[src/rtl/uart_pkg.sv]
// uart_pkg: shared receiver FSM states, data width and default bit period.
package uart_pkg;
  localparam int DATA_W = 8;
  localparam int CLKS_PER_BIT_DEF = 87;
  typedef enum logic [2:0] {IDLE, START, DATA, STOP, WAIT_IDLE} state_t;
endpackage

[src/rtl/uart_rx_sync.sv]
// rx_sync: multi-flop synchronizer for the async rx line, resets to idle-high.
module rx_sync #(
  parameter int SYNC_STAGES = 2
) (
  input  logic clk,
  input  logic rst_n,
  input  logic d,
  output logic q
);
  logic [SYNC_STAGES-1:0] r;
  always_ff @(posedge clk or negedge rst_n)
    if (!rst_n) r <= '1;
    else r <= {r[SYNC_STAGES-2:0], d};
  assign q = r[SYNC_STAGES-1];
endmodule

[src/rtl/uart_rx.sv]
// uart_rx: 8N1 receiver with mid-bit sampling, one-byte holding register, framing and overrun pulses.
module uart_rx
  import uart_pkg::*;
#(
  parameter int CLKS_PER_BIT = CLKS_PER_BIT_DEF,
  parameter int SYNC_STAGES  = 2
) (
  input  logic              clk,
  input  logic              rst_n,
  input  logic              rx,
  output logic [DATA_W-1:0] rx_data,
  output logic              rx_valid,
  input  logic              rx_ready,
  output logic              frame_error,
  output logic              overrun
);
  localparam int CW = $clog2(CLKS_PER_BIT);
  localparam logic [CW-1:0] LAST = CW'(CLKS_PER_BIT - 1);
  localparam logic [CW-1:0] HALF = CW'(CLKS_PER_BIT / 2 - 1);
  logic rx_s, done, ferr;
  state_t state, state_n;
  logic [CW-1:0] cnt, cnt_n;
  logic [2:0] bit_idx, bit_n;
  logic [DATA_W-1:0] shift, shift_n;
  rx_sync #(.SYNC_STAGES(SYNC_STAGES)) u_sync (.clk(clk), .rst_n(rst_n), .d(rx), .q(rx_s));
  always_comb begin
    state_n = state;
    cnt_n   = cnt;
    bit_n   = bit_idx;
    shift_n = shift;
    done    = 1'b0;
    ferr    = 1'b0;
    case (state)
      IDLE: if (!rx_s) begin
        state_n = START;
        cnt_n   = '0;
      end
      START: if (cnt == HALF) begin
        state_n = rx_s ? IDLE : DATA;
        cnt_n   = '0;
        bit_n   = '0;
      end else cnt_n = cnt + CW'(1);
      DATA: if (cnt == LAST) begin
        cnt_n   = '0;
        shift_n = {rx_s, shift[DATA_W-1:1]};
        bit_n   = bit_idx + 3'd1;
        state_n = (bit_idx == 3'd7) ? STOP : DATA;
      end else cnt_n = cnt + CW'(1);
      STOP: if (cnt == LAST) begin
        cnt_n   = '0;
        done    = rx_s;
        ferr    = !rx_s;
        state_n = rx_s ? IDLE : WAIT_IDLE;
      end else cnt_n = cnt + CW'(1);
      WAIT_IDLE: state_n = rx_s ? IDLE : WAIT_IDLE;
      default: state_n = IDLE;
    endcase
  end
  always_ff @(posedge clk or negedge rst_n)
    if (!rst_n) begin
      state       <= IDLE;
      cnt         <= '0;
      bit_idx     <= '0;
      shift       <= '0;
      rx_data     <= '0;
      rx_valid    <= 1'b0;
      frame_error <= 1'b0;
      overrun     <= 1'b0;
    end else begin
      state       <= state_n;
      cnt         <= cnt_n;
      bit_idx     <= bit_n;
      shift       <= shift_n;
      frame_error <= ferr;
      overrun     <= done && rx_valid && !rx_ready;
      // a transfer in the completion cycle frees the holding register for the new byte
      if (done && (!rx_valid || rx_ready)) begin
        rx_data  <= shift;
        rx_valid <= 1'b1;
      end else if (rx_ready) rx_valid <= 1'b0;
    end
endmodule
[config.mk]
export PLATFORM = sky130hd
export DESIGN_NAME = uart_rx
export DESIGN_NICKNAME = d
export VERILOG_FILES = /design/src/rtl/uart_pkg.sv /design/src/rtl/uart_rx_sync.sv /design/src/rtl/uart_rx.sv
export SDC_FILE = /design/constraint.sdc
export NUM_CORES = 1
export LEC_CHECK = 0
export CAP_MARGIN = 15
export CORE_ASPECT_RATIO = 1.2
export CORE_MARGIN = 10
export CORE_UTILIZATION = 60
export DETAILED_ROUTE_END_ITERATION = 8
export PLACE_DENSITY = 0.83
export RECOVER_POWER = 25
export SYNTH_ARGS = -nofsm -noshare
export SYNTH_HDL_FRONTEND = slang
export SYNTH_SLANG_ARGS = --single-unit
[constraint.sdc]
create_clock -name clk -period 4.9 [get_ports clk]
set_clock_uncertainty 0.05 [all_clocks]
set_input_delay 0.98 -clock clk [delete_from_list [all_inputs] [get_ports clk]]
set_output_delay 0.98 -clock clk [all_outputs]
set_load 0.02 [all_outputs]
# == After elaboration in Yosys (flattened, before gate mapping) ==
# Index checks and enable logic that the tools add are counted.
# op_classes
n_addsub,2
eq_ne,11
muxes,21
reduce_logical,16
# ops
op,count
2-to-1 mux 3 bit,7
2-to-1 mux 7 bit,3
one-hot mux 7 bit (3 select lines),1
one-hot mux 3 bit (5 select lines),1
"inequality test 2 bit, second input constant",4
"adder 7 x 1 -> 7 bit, second input constant",1
"== test 7 x 6 -> 1 bit, second input constant",1
"== test 7 bit, second input constant",1
2-to-1 mux 1 bit,7
"== test 3 x 2 -> 1 bit, second input constant",2
"== test 3 bit, second input constant",2
one-hot mux 3 bit (2 select lines),1
AND reduction 2 bit,2
AND reduction 4 bit,1
nonzero test 2 bit,2
"adder 3 x 1 -> 3 bit, second input constant",1
"== test 3 x 1 -> 1 bit, second input constant",1
logical AND 1 bit,3
logical NOT 1 bit,3
logical NOT 3 bit,1
AND reduction 3 bit,1
nonzero test 3 bit,1
2-to-1 mux 2 bit,1
OR reduction 2 bit,1
logical OR 1 bit,1
# word_totals
ff_bits,34
in_bits,4
out_inout_bits,11
wordCells,59

# == Logic depth before layout (Yosys ltp) ==
# Gate-level depths: netlist of the first run.
# depth
word_depth,5
ltp_mapped,8
mapped_depth_nobuf,6

# == Modules after synthesis ==
# A second synthesis of the first run with hierarchy kept.
# hier_totals
cells_unflattened,137
hier_area_um2,1600.3
# by_module_without_submodules
module,n_inst,cells_each,area_per_inst_um2,seq_area_each_um2
uart_rx,1,135,1547.7,800.8
rx_sync,1,2,52.6,52.6

# == Least setup slack after synthesis of the first run ==
# Ideal clock, no wire load.
# synth_path
path_kind,input port to flip-flop
start,in rx_ready
end,reg rx_data[0]
setup_time_ps,125
arrival_time_ps,1677
required_time_ps,4725
setup_slack_ps,3048
path_stages,4
n_path_buf,1
path_cell_list,nand2b_1 > nor2b_2 > buf_6 > mux2_2
# synth_between
elab_chain_len,2
# synth_rtl
element,line,rtl
start: declaration,uart_rx.sv:13,"input logic rx_ready,"
logical OR 1 bit,uart_rx.sv:77,if (done && (!rx_valid || rx_ready)) begin
logical AND 1 bit,uart_rx.sv:77,
end signal: assignment,uart_rx.sv:78,rx_data <= shift;
end: declaration,uart_rx.sv:11,"output logic [DATA_W-1:0] rx_data,"
# Every way passes these cells.
# A chain may end at the register's enable or synchronous reset.

==> run_results.csv, run 1 <==
group,metric,value,unit
floorplan,io_pins,15,
finish,final_core_util,69.90,%
placement,dpl_cell_area,1719,µm²
logic_synthesis,synth_flop_cell,"dfrtp_1",
power_and_ir_drop,p_per_area,269.1,nW/µm²
clock_tree,ctsHoldBuffers,0,
worst_setup_path,reg2reg_from,"cnt[0]",
finish,final_nets,149,
sta,rsz0062_at_grt,"no",
logic_synthesis,ys_types,36,
clock_tree,cts_buffer_depth,2,
logic_synthesis,synth.largest_area_cell,"dfrtp_1",
status,status,"finished with violations",
logic_synthesis,synth-xor-area-share,3.355,%
finish,layout-drive-gt1-share,22.54,%
global_route,overflow,0,
finish,fillCellCount,210,
drt,wire_per_inst,15.28,µm
worst_setup_path,required,4.98,ns
logic_synthesis,synth-adder-area-share,3.195,%
worst_setup_path,crit_buf_inv,2,
logic_synthesis,yosys.area_share.simple,17.73,%
logic_synthesis,netlist_instances,124,
sta,fin_crit,2.668,ns
logic_synthesis,syn_area,1567,µm²
worst_setup_path,cp_slowest_cell,"clkbuf_1",
global_route,grtUsageTotal,11.69,%
logic_synthesis,synth_most_common_cell,"dfrtp_1",
floorplan,fp.dieW,66.65,µm
min_path,hold_class,"flip-flop to flip-flop",
worst_setup_path,critPathArrivalTime,2.75,ns
logic_synthesis,synth_edf_count,0,
logic_synthesis,synthMuxAreaShare,12.14,%
worst_setup_path,critical_path_class,"input pin to asynchronous set/reset pin",
sta,worstMarginPinSlew,1.724,ns
floorplan,die_h,75.98,µm
worst_setup_path,crit_chain,"dlygate4sd3_1 -> clkbuf_1",
clock_tree,clk_pin_slew_worst_paths,0.10,ns
finish,syn2layout_area_growth,12.78,%
logic_synthesis,ys_ff_latch,34,
finish,num_antenna_cells,0,
sta,slew_viol_final,35,
finish,final_cell_area,1767,µm²
floorplan,dieArea,5063,µm²
sta,period_share,54.45,%
logic_synthesis,synth_area_leaders,"dfrtp_1, mux2_2, dfstp_2",
drt,drt-initial-drc-count,14,
clock_tree,root_buffer,"clkbuf_4",
clock_tree,clkLatencyLatePin,0.33,ns
drt,dr.pass1.iters,5,
drt,drt_wl_total,2.674,mm
logic_synthesis,synth_top_cell_area_share,51.12,%
sta,hold_viol,0,
sta,finalSetupViolCount,0,
power_and_ir_drop,vdd_drop_max,0.0002201,V
drt,vias_per_cell,5.531,
drt,drtAntennaViolNets,0,
placement,dp_hpwl,1.875,mm
logic_synthesis,ys_top_cells_by_count,"dfrtp_1, mux2_2, nor2_1",
logic_synthesis,syn_area_per_cell,12.63,µm²
logic_synthesis,synth_top_family_by_area,"simple AND/OR/NAND/NOR gates",
logic_synthesis,ys_seq_area_share,54.47,%
placement,io_buffers,14,
global_route,grt_max_degree,35,
sta,maxSlewHeadroom,-14.94,%
global_route,grt_pass1_vias,1033,
status,violations,"capacitance limit, slew limit",
worst_setup_path,worstSetupStartpointType,"input pin",
global_route,grt_pass1_wl,4.705,mm
logic_synthesis,synth-compound-area-share,6.070,%
sta,fin_tns_setup,0,ns
job,max_cap_viol_count,1,
clock_tree,cts_resized,0,
floorplan,rows,20,
worst_setup_path,crit_family,"buffers and inverters",
worst_setup_path,cp_max_fo,34,
min_path,min-delay-start,"u_sync.r[0]",
logic_synthesis,async_flop_share,100.0,%
placement,place.gp.congestion,0.8260,
clock_tree,cts.sinks,34,
floorplan,core,2527,µm²
clock_tree,cts_tree,"yes",
logic_synthesis,ys_warn_count,0,
floorplan,start_util,61.98,%
logic_synthesis,synthesis.nets,132,
worst_setup_path,crit_start,"rst_n",
drt,vias,968,
clock_tree,htree_levels,2,
worst_setup_path,critPathCaptureType,"asynchronous set/reset pin",
clock_tree,postCtsSetupBuffers,0,
drt,drc,0,
worst_setup_path,slowest_delay,1.25,ns
worst_setup_path,r2r_setup_slack,2.72,ns
global_route,antenna_found_initial,0,
sta,worst_slack,2.232,ns
placement,post-place-ws,2.327,ns
sta,fmax,374.8,MHz
clock_tree,numCtsBuffers,5,
power_and_ir_drop,leakagePower,0.8331,nW
## kinds of logic after synthesis
family	count (synthesis)
simple gates	43
flops	34
mux	17
compound gates	12
buf+inv	8
xor+xnor	6
fa+ha+maj	4
## power by group
group	switching (mW)	internal [mW]	total, mW
Clock	0.0900	0.0546	0.145
Combinational	0.0174	0.0157	0.0331
Sequential	0.0102	0.287	0.298
Total	0.118	0.358	0.475
## stage by stage
step	power, mW	instances	hold WS (ns)
after global routing	0.5024	175	0.3257
final	0.4754	175	0.3122
after floorplan	0.3238	124	0.2952
after CTS	0.4841	175	0.3141
after global placement	0.3353	167	0.2962
after detailed placement	0.3369	167	0.2990
## final timing paths
path / to / cells after the start
max: cnt[3] / 2
max in group clk: rx_data[7] / 1
min reg2reg: u_sync.r[1] / 0
max reg2reg: rx_data[1] / 6
min in group asynchronous: shift[2] / 2
min: u_sync.r[1] / 0
## registers in the layout, summed over array words and instances, names as in the netlist
name / cells
bit_idx: 3
cnt: 7
frame_error: 1
overrun: 1
rx_data: 8
rx_valid: 1
shift: 8
state: 3
u_sync.r: 2
## routing by layer
| metal | wire (µm) | track usage [%] | up-vias |
|---|---|---|---|
| met5 | 0 | 0 | - |
| met4 | 53 | 6.303 | 0 |
| met3 | 139 | 4.412 | 5 |
| met2 | 1358 | 17.68 | 15 |
| met1 | 1122 | 13.69 | 478 |
| li1 | - | - | 470 |
## layout make-up
type	count	area, µm²	share of cell area [%]
Clock buffer	6	41.29	2.337
Clock inverter	2	10.01	0.5666
Inverter	3	11.26	0.6374
Multi-Input combinational cell	82	665.6	37.68
Sequential cell	34	853.3	48.30
Tap cell	33	41.29	2.337
Timing Repair Buffer	15	143.9	8.144
## layout by cell type (no fill, tap or decap), drive strengths merged, types with 2 or more instances in the layout
cell / netlist / routed
a21oi: 2 / 2
a22o: 3 / 3
clkbuf: 1 / 7
clkdlybuf4s50: 0 / 12
clkinv: 0 / 2
dfrtp: 32 / 32
dfstp: 2 / 2
dlygate4sd3: 0 / 2
ha: 4 / 4
inv: 3 / 3
mux2: 16 / 16
nand2: 7 / 7
nand3: 4 / 4
nand4b: 3 / 3
nor2: 11 / 11
nor2b: 4 / 4
nor3: 3 / 3
nor3b: 3 / 3
o21ai: 2 / 2
o2bb2ai: 2 / 2
xnor2: 5 / 5
Power figures use the tool's default switching activity.
==> run 2, diff against run 1 <==
--- a/config.mk
+++ b/config.mk
@@ -8,9 +8,9 @@
 export CAP_MARGIN = 15
 export CORE_ASPECT_RATIO = 1.2
 export CORE_MARGIN = 10
-export CORE_UTILIZATION = 60
+export CORE_UTILIZATION = 55
 export DETAILED_ROUTE_END_ITERATION = 8
-export PLACE_DENSITY = 0.83
+export PLACE_DENSITY = 0.77
 export RECOVER_POWER = 25
 export SYNTH_ARGS = -nofsm -noshare
 export SYNTH_HDL_FRONTEND = slang
==> constraint.sdc (replaced) <==
create_clock -name clk -period 2.7 [get_ports clk]
set_clock_uncertainty 0.05 [all_clocks]
set_input_delay 0.54 -clock clk [delete_from_list [all_inputs] [get_ports clk]]
set_output_delay 0.54 -clock clk [all_outputs]
set_load 0.02 [all_outputs]
==> run 2 against run 1 <==
  * The flow now finishes without violations
  * Sequential share of layout area decreased by 0.94 points
  * Final cell count stayed put
  * Non-clock buffer count stayed put
  * Utilization fell by 4.6 points
  * Cell area rose by 2.0%
  * Clock power rose to 2.6 times the previous value
  * Wire length is 0.30% lower
  * Sequential power increased by 81%
  * Critical path depth is 4 higher
==> run_results.csv, run 2 (synthesis gave the netlist of run 1 again) <==
group,metric,value,unit
drt,vias_per_cell,5.537,
placement,place.gp.congestion,0.8025,
sta,rsz0062_at_grt,"no",
worst_setup_path,r2r_cells,6,
floorplan,core,2759,µm²
sta,period_share,79.32,%
sta,hold_viol,0,
min_path,hold_class,"flip-flop to flip-flop",
finish,final_cell_mix,"dfrtp_1, mux2_2, clkdlybuf4s50_1",
drt,drc,0,
sta,fmax,466.9,MHz
clock_tree,clk_pin_slew_worst_paths,0.09,ns
power_and_ir_drop,p_per_area,540.1,nW/µm²
drt,dr.pass1.iters,4,
worst_setup_path,critPathArrivalTime,2.30,ns
job,max_cap_viol_count,0,
drt,wire_per_inst,15.23,µm
floorplan,io_pins,15,
global_route,grt_pass1_wl,4.698,mm
worst_setup_path,critPathCaptureType,"flip-flop",
worst_setup_path,cp_slowest_cell,"dfrtp_1",
drt,drtAntennaViolNets,0,
clock_tree,postCtsSetupBuffers,0,
power_and_ir_drop,leakagePower,0.8490,nW
finish,syn2layout_area_growth,15.02,%
sta,worstMarginPinSlew,0.6293,ns
finish,final_common_cell,"dfrtp_1",
sta,fin_crit,2.142,ns
power_and_ir_drop,vdd_drop_max,0.0003900,V
placement,dp_hpwl,1.914,mm
worst_setup_path,crit_chain,"inv_1 -> ha_1 -> and4b_1 -> nand4_4 -> nor2b_2 -> mux2_2",
floorplan,rows,21,
status,status,"complete, no violations",
finish,final_cell_area,1802,µm²
drt,drt-initial-drc-count,32,
worst_setup_path,worstSetupStartpointType,"flip-flop",
worst_setup_path,critical_path_class,"flip-flop to flip-flop",
floorplan,die_h,78.46,µm
worst_setup_path,required,2.86,ns
clock_tree,root_buffer,"clkbuf_4",
sta,finalSetupViolCount,0,
placement,dpl_cell_area,1720,µm²
finish,num_antenna_cells,0,
global_route,grtUsageTotal,11.11,%
worst_setup_path,slowest_delay,0.44,ns
global_route,overflow,0,
sta,slew_viol_final,0,
global_route,antenna_found_initial,0,
sta,fin_tns_setup,0,ns
worst_setup_path,cp.depth,6,
floorplan,start_util,56.78,%
global_route,grt_pass1_vias,1017,
clock_tree,cts.sinks,34,
sta,maxSlewHeadroom,57.96,%
drt,vias,969,
finish,final_nets,149,
min_path,whs_path_depth,0,
drt,drt_wl_total,2.666,mm
clock_tree,numCtsBuffers,5,
placement,io_buffers,14,
worst_setup_path,crit_family,"simple AND/OR/NAND/NOR gates",
clock_tree,cts_resized,0,
floorplan,fp.dieW,68.72,µm
clock_tree,clkLatencyLatePin,0.32,ns
clock_tree,cts_buffer_depth,2,
finish,reg.largest.list,"rx_data (8), shift (8), cnt (7)",
finish,layout-drive-gt1-share,23.40,%
clock_tree,ctsHoldBuffers,0,
global_route,grt_max_degree,35,
worst_setup_path,crit_buf_inv,1,
clock_tree,cts_tree,"yes",
worst_setup_path,cp_max_fo,8,
clock_tree,htree_levels,2,
floorplan,dieArea,5392,µm²
## run 2: routing by layer
metal	GRT usage [%]	share of wire [%]	up-vias
met2	17.38	50	20
li1	-	-	470
met5	0	0	-
met4	4.150	1.2	0
met3	4.403	6.8	4
met1	13.29	42	475
## run 2: final cells by class
type,count,area [µm²]
Multi-Input combinational cell,82,665.6
Fill cell,215,957.2
Clock inverter,1,30.03
Inverter,3,11.26
Sequential cell,34,853.3
Tap cell,34,42.54
Clock buffer,6,51.30
Timing Repair Buffer,15,147.6
## run 2: power by group
part	internal, mW	switching (mW)
clock network	0.216	0.154
logic	0.0298	0.0330
registers	0.522	0.0188
total	0.767	0.206
## run 2: final timing paths
| check | from | slack, ns | endpoint |
|---|---|---|---|
| max in group asynchronous | rst_n | 1.62 | u_sync.r[0] |
| min reg2reg | u_sync.r[0] | 0.31 | u_sync.r[1] |
| min in group asynchronous | rst_n | 0.64 | cnt[1] |
| min | u_sync.r[0] | 0.31 | u_sync.r[1] |
| max reg2reg | cnt[0] | 0.56 | rx_data[3] |
| max | cnt[0] | 0.56 | rx_data[3] |
## run 2: metrics by stage
stage / util [%] / hold WS, ns / std cells / power [mW] / setup slack, ns
floorplan: - / 0.1944 / 124 / 0.5876 / 0.9415
global placement: 62.36 / 0.2979 / 168 / 0.6094 / 0.6171
detailed placement: 62.36 / 0.2995 / 168 / 0.6137 / 0.5594
CTS: 65.31 / 0.3134 / 175 / 0.9856 / 0.5405
global route: 65.31 / 0.3153 / 175 / 1.021 / 0.4190
finish: 65.31 / 0.3116 / 175 / 0.9732 / 0.5582
==> run 3, diff against run 2 <==
--- a/config.mk
+++ b/config.mk
@@ -8,9 +8,9 @@
 export CAP_MARGIN = 15
 export CORE_ASPECT_RATIO = 1.2
 export CORE_MARGIN = 10
-export CORE_UTILIZATION = 55
+export CORE_UTILIZATION = 50
 export DETAILED_ROUTE_END_ITERATION = 8
-export PLACE_DENSITY = 0.77
+export PLACE_DENSITY = 0.74
 export RECOVER_POWER = 25
 export SYNTH_ARGS = -nofsm -noshare
 export SYNTH_HDL_FRONTEND = slang
==> constraint.sdc (replaced) <==
create_clock -name clk -period 1.8 [get_ports clk]
set_clock_uncertainty 0.05 [all_clocks]
set_input_delay 0.36 -clock clk [delete_from_list [all_inputs] [get_ports clk]]
set_output_delay 0.36 -clock clk [all_outputs]
set_load 0.02 [all_outputs]
==> run 3 against run 2 <==
  * Cell area grew 10%
  * Worst setup slack lost 0.51 ns
  * Critical path depth grew 1
  * Critical endpoint is now rx_data[5]
==> run_results.csv, run 3 (synthesis gave the netlist of run 1 again) <==
group,metric,value,unit
status,status,"complete, no violations",
sta,hold_viol,0,
placement,io_buffers,14,
floorplan,start_util,51.74,%
global_route,grt_pass1_wl,5.195,mm
sta,worstMarginPinSlew,0.8198,ns
power_and_ir_drop,leakagePower,0.9644,nW
clock_tree,clk_pin_slew_worst_paths,0.10,ns
clock_tree,ctsHoldBuffers,0,
finish,syn2layout_area_growth,27.00,%
power_and_ir_drop,vdd_drop_max,0.0006046,V
drt,highest_layer,"met4",
clock_tree,cts_buffer_depth,2,
placement,place.gp.congestion,0.8088,
floorplan,rows,22,
drt,drt_wl_total,3.059,mm
sta,maxSlewHeadroom,45.35,%
min_path,hold_class,"flip-flop to flip-flop",
global_route,overflow,0,
drt,dr_wl_met3,140,µm
drt,wl_met2,1.510,mm
finish,num_antenna_cells,0,
sta,fin_crit,1.754,ns
global_route,grt_max_degree,35,
worst_setup_path,slowest_delay,0.41,ns
global_route,grtUsageTotal,11.26,%
finish,reg.largest.list,"rx_data (8), shift (8), cnt (7)",
drt,vias,1067,
worst_setup_path,critPathArrivalTime,1.93,ns
job,max_cap_viol_count,0,
placement,dp_hpwl,2.161,mm
global_route,grt_pass1_vias,1119,
worst_setup_path,critical_path_class,"flip-flop to flip-flop",
floorplan,io_pins,15,
clock_tree,root_buffer,"clkbuf_4",
drt,dr.pass1.iters,4,
drt,m1WireLength,1.358,mm
sta,slew_viol_final,0,
floorplan,core,3028,µm²
global_route,antenna_found_initial,0,
worst_setup_path,worstSetupStartpointType,"flip-flop",
finish,final_core_util,65.70,%
clock_tree,cts.sinks,34,
sta,hold-worst-slack,0.3133,ns
sta,worst_slack,0.04582,ns
drt,drtAntennaViolNets,0,
sta,fmax,570.1,MHz
worst_setup_path,crit_buf_inv,2,
drt,drt-initial-drc-count,13,
sta,finalSetupViolCount,0,
power_and_ir_drop,power,1.518,mW
drt,wire_per_inst,15.85,µm
finish,final_common_cell,"dfrtp_1",
finish,layout-drive-gt1-share,33.76,%
worst_setup_path,critPathCaptureType,"flip-flop",
sta,period_share,97.45,%
worst_setup_path,required,1.97,ns
finish,final_nets,165,
drt,vias_per_cell,5.528,
worst_setup_path,cp_slowest_cell,"dfrtp_1",
placement,post-place-ws,-0.006766,ns
clock_tree,numCtsBuffers,5,
worst_setup_path,crit_family,"simple AND/OR/NAND/NOR gates",
worst_setup_path,cp_max_fo,8,
floorplan,die_h,81.32,µm
floorplan,fp.dieW,71.10,µm
power_and_ir_drop,p_per_area,763.0,nW/µm²
worst_setup_path,crit_chain,"inv_2 -> ha_4 -> and4b_2 -> nand4_4 -> nor2b_4 -> buf_8 -> mux2_4",
clock_tree,cts_tree,"yes",
clock_tree,clkLatencyLatePin,0.33,ns
drt,drc,0,
finish,final_cell_mix,"dfrtp_1, buf_4, nor2_1, clkdlybuf4s50_1",
floorplan,dieArea,5781,µm²
clock_tree,htree_levels,2,
[run 3: cell types whose count changed in the layout (fill, tap and decap cells not counted), sizes merged]
cell           change
dlymetal6s2s       +1
clkbuf             +1
clkdlybuf4s50      -1
buf               +15
[run 3: final cells by class]
type / count / area (µm²)
clock buffer: 6 / 51.30
clock inverter: 1 / 30.03
fill: 233 / 1039
inverter: 3 / 11.26
multi-input combinational: 82 / 719.4
sequential: 34 / 853.3
tap: 36 / 45.04
timing repair buffer: 31 / 279.0
[run 3: metal layers]
metal  global-route usage (%)  vias to the layer above
li1                         -                      501
met4                    4.845                        0
met3                    4.878                        8
met1                    12.55                      538
met2                    18.45                       20
met5                        0                        -
[run 3: path summary, 6_finish.rpt]
kind	startpoint	slack, ns	to	cells after the start
max in group asynchronous	rst_n	0.59	rx_data[3]	2
worst min register to register	u_sync.r[0]	0.31	u_sync.r[1]	0
worst min-delay path	u_sync.r[0]	0.31	u_sync.r[1]	0
worst max-delay path	cnt[0]	0.05	rx_data[5]	7
min in group asynchronous	rst_n	0.60	bit_idx[2]	2
worst max register to register	cnt[0]	0.05	rx_data[5]	7
[run 3: through the flow]
stage	cell area, µm²	cells	TNS, ns
finish	1989	193	0
global route	1989	193	-0.02552
CTS	1919	191	0
detailed placement	1828	184	-0.008687
global placement	1828	184	0
floorplan	1567	124	0
[run 3: power breakdown]
part           internal [mW]  switching, mW  total, mW
Combinational         0.0757         0.0734      0.149
Clock                  0.323          0.246      0.569
Sequential             0.783         0.0171      0.800
[run 3: worst reg2reg max path, delay by kind of cell (launching register included)]
kind	cells	cell delay (ns)
mux	1	0.31
buf+inv	2	0.22
flops	1	0.41
fa+ha+maj	1	0.12
simple gates	3	0.54
[run 3: what timing repair did]
action | CTS | global route
gates cloned | 0 | 0
endpoints found under the setup margin | 10 | 24
resized for setup | 3 | 15
buffers inserted | 0 | 2
pin swaps | 0 | 3
